===== src/rtl/seven_seg_multi.sv =====
// Seven-segment pixel renderer for a row of DIGITS hex digits, 2-cycle registered output.
// Optional blinking digits when SEVEN_SEG_BLINK_EN is defined.
module seven_seg_multi #(
  parameter int unsigned DIGITS = 4,
  parameter int unsigned W      = 12,
  parameter int unsigned H      = 52,
  parameter int unsigned GAP    = 8,
  parameter int unsigned X0     = 16,
  parameter int unsigned Y0     = 40
) (
  input  logic              clk,
  input  logic              rst,
  input  logic [8:0]        x,
  input  logic [8:0]        y,
  input  logic              de,
  input  logic              frame_start,
  input  logic              wr_en,
  input  logic [2:0]        wr_idx,
  input  logic [3:0]        wr_val,
  input  logic              wr_dp,
  input  logic              lz_blank,
`ifdef SEVEN_SEG_BLINK_EN
  input  logic [DIGITS-1:0] blink_mask,
`endif
  output logic              pix_out,
  output logic              pix_valid
);

  localparam int unsigned CW  = H + W + 1 + GAP;
  localparam int unsigned GH  = 2 * H + W + 2;
  localparam int unsigned CXW = $clog2(CW);
  localparam int unsigned DIW = $clog2(DIGITS + 1);

  function automatic logic [6:0] hex7(input logic [3:0] v);
    unique case (v)
      4'h0: hex7 = 7'h7E;  4'h1: hex7 = 7'h30;  4'h2: hex7 = 7'h6D;  4'h3: hex7 = 7'h79;
      4'h4: hex7 = 7'h33;  4'h5: hex7 = 7'h5B;  4'h6: hex7 = 7'h5F;  4'h7: hex7 = 7'h70;
      4'h8: hex7 = 7'h7F;  4'h9: hex7 = 7'h7B;  4'hA: hex7 = 7'h77;  4'hB: hex7 = 7'h1F;
      4'hC: hex7 = 7'h4E;  4'hD: hex7 = 7'h3D;  4'hE: hex7 = 7'h4F;  4'hF: hex7 = 7'h47;
    endcase
  endfunction

  // Stage 1: column/row tracking
  logic [CXW-1:0] cx_q, cx_d;
  logic [DIW-1:0] di_q, di_d;
  logic [8:0]     ly_q, ly_d;
  logic           in_row_q, in_row_d, de_q;

  always_comb begin
    cx_d = cx_q;
    di_d = di_q;
    if (de) begin
      if (x == 9'(X0)) begin
        cx_d = '0;
        di_d = '0;
      end else if (cx_q == CXW'(CW - 1)) begin
        cx_d = '0;
        if (di_q != DIW'(DIGITS)) di_d = di_q + DIW'(1);
      end else begin
        cx_d = cx_q + CXW'(1);
      end
    end
    ly_d     = y - 9'(Y0);
    in_row_d = (y >= 9'(Y0)) && (ly_d < 9'(GH));
  end

  always_ff @(posedge clk) begin
    if (rst) begin
      cx_q     <= '0;
      di_q     <= DIW'(DIGITS);
      ly_q     <= '0;
      in_row_q <= 1'b0;
      de_q     <= 1'b0;
    end else begin
      cx_q     <= cx_d;
      di_q     <= di_d;
      ly_q     <= ly_d;
      in_row_q <= in_row_d;
      de_q     <= de;
    end
  end

  // Staging and display buffers
  logic [3:0]        stg_val_q [DIGITS];
  logic [3:0]        stg_val_d [DIGITS];
  logic [3:0]        disp_val_q[DIGITS];
  logic [DIGITS-1:0] stg_dp_q, stg_dp_d, disp_dp_q;
  logic              lz_q, disp_ok_q;

  always_comb begin
    stg_val_d = stg_val_q;
    stg_dp_d  = stg_dp_q;
    for (int unsigned i = 0; i < DIGITS; i++) begin
      if (wr_en && (32'(wr_idx) == i)) begin
        stg_val_d[i] = wr_val;
        stg_dp_d[i]  = wr_dp;
      end
    end
  end

  // disp_ok_q keeps the cleared display dark until the first commit after reset
  always_ff @(posedge clk) begin
    if (rst) begin
      stg_val_q  <= '{default: '0};
      disp_val_q <= '{default: '0};
      stg_dp_q   <= '0;
      disp_dp_q  <= '0;
      lz_q       <= 1'b0;
      disp_ok_q  <= 1'b0;
    end else begin
      stg_val_q <= stg_val_d;
      stg_dp_q  <= stg_dp_d;
      if (frame_start) begin
        disp_val_q <= stg_val_d;
        disp_dp_q  <= stg_dp_d;
        lz_q       <= lz_blank;
        disp_ok_q  <= 1'b1;
      end
    end
  end

`ifdef SEVEN_SEG_BLINK_EN
  logic [4:0]        frame_cnt_q;
  logic [DIGITS-1:0] blink_q;

  // The mask is captured straight from the port at the commit edge.
  always_ff @(posedge clk) begin
    if (rst) begin
      frame_cnt_q <= '0;
      blink_q     <= '0;
    end else if (frame_start) begin
      frame_cnt_q <= frame_cnt_q + 5'd1;
      blink_q     <= blink_mask;
    end
  end
`endif

  // Per-digit mask {a,b,c,d,e,f,g,dp}
  logic [7:0] dmask [DIGITS];
  logic       lead, blank;

  always_comb begin
    lead  = lz_q;
    blank = 1'b0;
    for (int unsigned i = 0; i < DIGITS; i++) begin
      blank    = lead && (disp_val_q[i] == 4'h0) && (i != DIGITS - 1);
      lead     = blank;
      dmask[i] = blank ? {7'b0, disp_dp_q[i]} : {hex7(disp_val_q[i]), disp_dp_q[i]};
`ifdef SEVEN_SEG_BLINK_EN
      if (frame_cnt_q[4] && blink_q[i]) dmask[i] = '0;
`endif
      if (!disp_ok_q) dmask[i] = '0;
    end
  end

  // Stage 2: segment hit test
  int unsigned lx, ly;
  logic [7:0]  seg_hit, sel_mask;
  logic        acol, pix_d;

  always_comb begin
    lx   = 32'(cx_q);
    ly   = 32'(ly_q);
    acol = (lx >= W / 2) && (lx < W / 2 + H);
    seg_hit[7] = acol && (ly < W);
    seg_hit[6] = (lx >= H + 1) && (lx < H + 1 + W) && (ly >= W / 2) && (ly < W / 2 + H);
    seg_hit[5] = (lx >= H + 1) && (lx < H + 1 + W) &&
                 (ly >= H + W / 2 + 1) && (ly < 2 * H + W / 2 + 1);
    seg_hit[4] = acol && (ly >= 2 * H + 2) && (ly < 2 * H + 2 + W);
    seg_hit[3] = (lx < W) && (ly >= H + W / 2 + 1) && (ly < 2 * H + W / 2 + 1);
    seg_hit[2] = (lx < W) && (ly >= W / 2) && (ly < W / 2 + H);
    seg_hit[1] = acol && (ly >= H + 1) && (ly < H + 1 + W);
    seg_hit[0] = (lx >= H + W + 2) && (lx < H + W + 2 + W / 2) &&
                 (ly >= 2 * H + 2) && (ly < 2 * H + 2 + W);
    sel_mask = '0;
    for (int unsigned i = 0; i < DIGITS; i++) begin
      if (32'(di_q) == i) sel_mask = dmask[i];
    end
    pix_d = de_q && in_row_q && (di_q != DIW'(DIGITS)) && (|(seg_hit & sel_mask));
  end

  always_ff @(posedge clk) begin
    if (rst) begin
      pix_out   <= 1'b0;
      pix_valid <= 1'b0;
    end else begin
      pix_out   <= pix_d;
      pix_valid <= de_q;
    end
  end

endmodule

===== config.mk =====
export PLATFORM = sky130hd
export DESIGN_NAME = seven_seg_multi
export DESIGN_NICKNAME = d
export VERILOG_FILES = /design/src/rtl/seven_seg_multi.sv
export SDC_FILE = /design/constraint.sdc
export NUM_CORES = 1
export LEC_CHECK = 0
export CAP_MARGIN = 40
export CORE_MARGIN = 2
export CORE_UTILIZATION = 30
export CTS_CLUSTER_SIZE = 40
export DETAILED_ROUTE_END_ITERATION = 10
export HOLD_SLACK_MARGIN = 0.02
export PLACE_DENSITY = 0.44
export SLEW_MARGIN = 20
export SYNTH_ARGS = -nofsm -noshare
export SYNTH_HDL_FRONTEND = slang
export SYNTH_SLANG_ARGS = --single-unit

===== constraint.sdc =====
create_clock -name clk -period 7.32 [get_ports clk]
set_input_delay 1.464 -clock clk [delete_from_list [all_inputs] [get_ports clk]]
set_output_delay 1.464 -clock clk [all_outputs]
set_load 0.005 [all_outputs]

Word-level counts from Yosys, hierarchy flattened --
Memories as Yosys holds them, arrays and structs flattened. A register that Yosys moved wholly into a read port is not among the register bits. Index checks and enable logic that the tools add are counted.
Word-level totals: ROM bits 448, memories kept 4, logic and storage cells 124, input bits 32, register bits 65
Memory list:
- (name not given) | words 16, width 7, rd ports 1, clocked after memory_dff 1, wr ports 0, RTL line 35 | unique case (v)
- (name not given) | words 16, width 7, rd ports 1, clocked after memory_dff 1, wr ports 0, RTL line 35
- (name not given) | words 16, width 7, rd ports 1, clocked after memory_dff 1, wr ports 0, RTL line 35
- (name not given) | words 16, width 7, rd ports 1, clocked after memory_dff 1, wr ports 0, RTL line 35
Cells by class: magnitude comparators 18, $add $sub $neg 3, reductions and logical operators 38, bitwise logic cells 1, eq/ne operators 9, mux-type cells 32
Operators with widths (count):
- $mux 8 | 11
- $mux 4 | 12
- $lt 9x7->1 const B | 4
- $logic_and 1x1->1 | 29
- $ge 9x6->1 const B | 3
- $lt 7x7->1 const B | 2
- $mux 7 | 2
- $eq 3x2->1 const B | 4
- $logic_not 4->1 | 3
- $eq 9x5->1 const B | 1
- $ge 9x3->1 const B | 1
- $ge 9x7->1 const B | 1
- $lt 9x4->1 const B | 1
- $lt 9x6->1 const B | 1
- $mux 3 | 3
- $sub 9x6->9 const B | 1
- $and 8x8->8 | 1
- $reduce_or 8->1 | 1
- $add 7x1->7 const B | 1
- $eq 7x7->1 const B | 1
- $ge 7x3->1 const B | 1
- $ge 7x6->1 const B | 1
- $ge 7x7->1 const B | 1
- $lt 7x4->1 const B | 1
- 8 further kinds | 14

Longest topological paths before layout --
depth after elaboration 11, mapped depth 10

Least setup slack after synthesis --
Ideal clock, no wire load.
path kind input port to flip-flop, start point input frame_start, end point register with a tool-made name, slack 3.837 ns, path buffers 3, stages 10, arrival time 3.359 ns, setup time 0.124 ns, data required time 7.196 ns, cells stage by stage buf_2 buf_2 buf_2 nor2_1 a211oi_1 inv_1 ha_1 or2_2 a21oi_1 a31oi_1
RTL lines:
- start, declared | RTL line 16 | input logic frame_start,

==> metrics.log <==
[metrics] initial antenna violation count: 0
[metrics] number of distinct library cell variants in the gate-level netlist after synthesis: 58
[metrics] CTS sink cnt: 93
[metrics] cells taking the most area after synthesis: sky130_fd_sc_hd__dfxtp_1, sky130_fd_sc_hd__ha_1, sky130_fd_sc_hd__nor2_1, sky130_fd_sc_hd__mux2i_1, sky130_fd_sc_hd__a211oi_1
[metrics] post-synthesis instance area: approximately 4800 um2
[metrics] Worst Hold Endpoint: pix_out
[metrics] dominant cell type by area after synthesis: sky130_fd_sc_hd__dfxtp_1
[metrics] number of maximum-capacitance constraint violations: 0
[metrics] register share of total power: 47.8%
[metrics] setup repair after global routing missed its margin: false
[metrics] final critical path time including I/O delays and setup: about 4 ns
[metrics] Worst Path Max Fanout: 5
[metrics] EDFF count, synth: 0
[metrics] initial DRC count: 281
[metrics] global placer's final weighted congestion: 0.768
[metrics] final setup TNS: 0 ns
[metrics] routed wire length: 11500 um
[metrics] post-synthesis sequential area ratio: 38.7%
[metrics] outcome: completed
[metrics] leading cell types in the layout, fill and taps excluded: sky130_fd_sc_hd__dfxtp_1, sky130_fd_sc_hd__nor2_1, sky130_fd_sc_hd__ha_1
[metrics] depth of the worst hold-timing path: 2
[metrics] total nets after synthesis: around 610
[metrics] commonest register cell after synthesis: sky130_fd_sc_hd__dfxtp_1
[metrics] placeable core region: around 16000 um2
[metrics] syn avg cell area: 8.86 um2
[metrics] HPWL after detailed placement: ~8600 um
[metrics] Lkg Pwr: approximately 2.1 nW
[metrics] Die H: 131 um
[metrics] transition time of the tightest slew-check pin: about 0.85 ns
[metrics] reg2reg start: disp_val_q[8]
[metrics] relative slew slack: 42.8%
[metrics] final number of max-transition violations: 0
[metrics] Total Power Consumption: around 1.2 mW
[metrics] Inserted Diodes: 0
[metrics] share of final-layout standard cells stronger than drive strength 1: about 7.5%
[metrics] count of state elements after synthesis: 93
[metrics] proportion of synthesized flip-flops having asynchronous set or reset: 0%
[metrics] critical path class: in2reg
[metrics] number of setup violations in the final report: 0
[metrics] count of nets after finishing: 640
[metrics] area share of the largest cell type after synthesis: between 30% and 40%
[metrics] dominant combinational cell family by area after synthesis: simple AND/OR/NAND/NOR gates
[metrics] post-synthesis share of cell area spent on and, or, nand and nor gates: 19.9%
[metrics] number of instances in the synthesized netlist: ~540
[metrics] design internal power: about 860 uW
[metrics] setup fix buffers added after clock tree synthesis: 0
[metrics] leading cell type in the layout, fill and taps excluded: sky130_fd_sc_hd__dfxtp_1
[metrics] top-level I/O count: 34
[metrics] area fraction in compound gates after synthesis: 18.3%
[metrics] endpoint of the most critical register-to-register path: pix_out
[metrics] initial core utilization: around 31%
[metrics] area added between synthesis and finish: 17.1%
[metrics] switching fraction of total power: between 20 and 30%
[metrics] cell depth of the worst flop-to-flop path: 6
[metrics] Max IR drop VDD: approximately 0.11 mV
[metrics] share of the core filled with cells in the final layout: a little over a third
[metrics] share of total power in the clock network: 40.3%
[metrics] remaining global-route overflow: 0
[metrics] post-route fraction of the period consumed by the critical path: around 55%
[metrics] maximum clock path buffer count: 2
[metrics] total routing usage reported by global routing: between 10% and 20%
[metrics] multiplexer area fraction after synthesis: under 10%
[metrics] hold-fix buffers at CTS: 0
[metrics] total CTS buffers: 9
[metrics] endpoint class of the critical path: flip-flop
[metrics] die area: roughly 17000 um2
[metrics] post-cts resize count: 0
[metrics] Cell Count Post-Placement: 773
[metrics] kind of path behind the tightest hold check: reg2reg
[metrics] post-synthesis adder-cell area fraction: about 10%
[metrics] setup slack of the worst register-to-register path: 4.88 ns
[metrics] power density normalized to cell area: ~210 nW/um2
[metrics] CTS tree: yes
[metrics] share of total power in combinational logic: 11.9%
[metrics] Clock Tree Root: sky130_fd_sc_hd__clkbuf_16
[metrics] Achievable Freq: 250 MHz
[metrics] I/O Buffers: 33
[metrics] Hold Startpoint: in_row_q
[metrics] endpoint arrival time on the critical path: between 4 and 5 ns
[metrics] remaining routing DRC violations: 0
[metrics] warning count from the yosys run: 0
[metrics] Worst EP required: roughly 7.6 ns
[metrics] share of the synthesized netlist area taken by xor and xnor gates: 2.00%
[metrics] drt via density: between 4 and 5
[metrics] average wire per cell in the routed design: 14.5 um
[metrics] number of global-route vias before repair: 3633
[metrics] endpoints failing hold: 0
[metrics] clock-pin slew reported for the worst setup and hold paths after clock tree synthesis: 0.06 ns
[metrics] count of placed standard cells in the final layout, fillers left out: 790
[metrics] global-route wire length before repair: ~19000 um
[metrics] largest clock skew in the final design: approximately 0.0051 ns
[metrics] x dimension of the die: approximately 130 um
[metrics] Antenna Nets Post-Route: 0
[metrics] later-pin clock latency in the skew report: between 0.3 and 0.4 ns
[metrics] H-tree lvl count: 3
[metrics] number of rows in the core area: 46
[metrics] startpoint type of the worst setup path: primary input
[metrics] first drt pass iteration count: 6
[metrics] Net Switching: roughly 300 uW
[metrics] largest net degree at the start of global routing: between 40 and 50
[metrics] via count of the routed design: approximately 4000
cells in the mapped netlist (all sizes together), types with 2 or more instances:
library cell	n
dfxtp	93
nor2	87
ha	39
nand2	31
a211oi	30
mux2i	26
o21ai	24
inv	22
a21oi	18
buf	18
nand3	11
nor2b	11
a31oi	10
nand2b	10
a221oi	8
nor3	8
nor4	7
a22oi	6
clkbuf	6
nand4	6
o22a	6
or2	6
xor2	6
a211o	5
and3	5
xnor2	5
clkinv	4
mux2	4
nor4bb	4
o2111ai	3
o22ai	3
a2111oi	2
nand3b	2
nor3b	2
nor4b	2
o211ai	2
metrics by stage:
stage,setup slack (ns),hold WS [ns],cell area (um2)
6_report,3.32,0.476,5640
5_1_grt,3.01,0.507,5640
4_1_cts,3.30,0.487,5630
3_5_place_dp,2.93,0.474,5330
3_3_place_gp,3.00,0.478,5310
2_1_floorplan,3.84,0.410,4810
worst max-delay path by stage:
stage | end | cells past startpoint | slack [ns] | startpoint
floorplan | flip-flop | 10 | 3.84 | frame_start
global placement | flip-flop | 9 | 3.00 | wr_idx[2]
detailed placement | flip-flop | 9 | 2.93 | wr_idx[0]
CTS | flip-flop | 9 | 3.30 | wr_idx[0]
global route | flip-flop | 8 | 3.01 | wr_idx[0]
finish | flip-flop | 9 | 3.32 | wr_idx[0]
power by group through the flow:
| stage | registers, mW | clock network [mW] | logic [mW] |
|---|---|---|---|
| floorplan | 0.558 | 0 | 0.0937 |
| global placement | 0.567 | 0 | 0.135 |
| detailed placement | 0.566 | 0 | 0.138 |
| CTS | 0.555 | 0.485 | 0.139 |
| global route | 0.559 | 0.504 | 0.156 |
| finish | 0.555 | 0.467 | 0.138 |
area by class of cell:
class	instances	area, um2
Multi-Input combinational cell	400	2730
Clock buffer	9	225
Sequential cell	93	1860
Inverter	26	104
Clock inverter	7	73.8
Fill cell	1623	10100
Tap cell	216	270
Timing Repair Buffer	39	375
metal layers:
metal  global-route usage (%)  part of all wire (%)  wire [um]  up-vias
met5                        0                     0          0        -
met4                     4.82                   1.6        184        0
met3                     3.58                   4.4        503       19
met2                     22.0                    44       5020       79
met1                     19.8                    50       5740     1831
li1                         -                     -          -     1995
cells by family after synthesis:
family | count (synthesis)
flops | 93
fa+ha+maj | 39
xor+xnor | 11
mux | 30
compound gates | 124
simple gates | 196
buf+inv | 50
worst max-delay path: stages:
cell                              delay (ns)
sky130_fd_sc_hd__clkdlybuf4s50_1        0.57
sky130_fd_sc_hd__nand4b_1               0.43
sky130_fd_sc_hd__mux2i_1                0.27
sky130_fd_sc_hd__a211oi_1               0.54
sky130_fd_sc_hd__inv_1                  0.23
sky130_fd_sc_hd__ha_1                   0.25
sky130_fd_sc_hd__or2_2                  0.29
sky130_fd_sc_hd__a21oi_1                0.14
sky130_fd_sc_hd__a31oi_1                0.05
(Power assumes the default switching activity.)
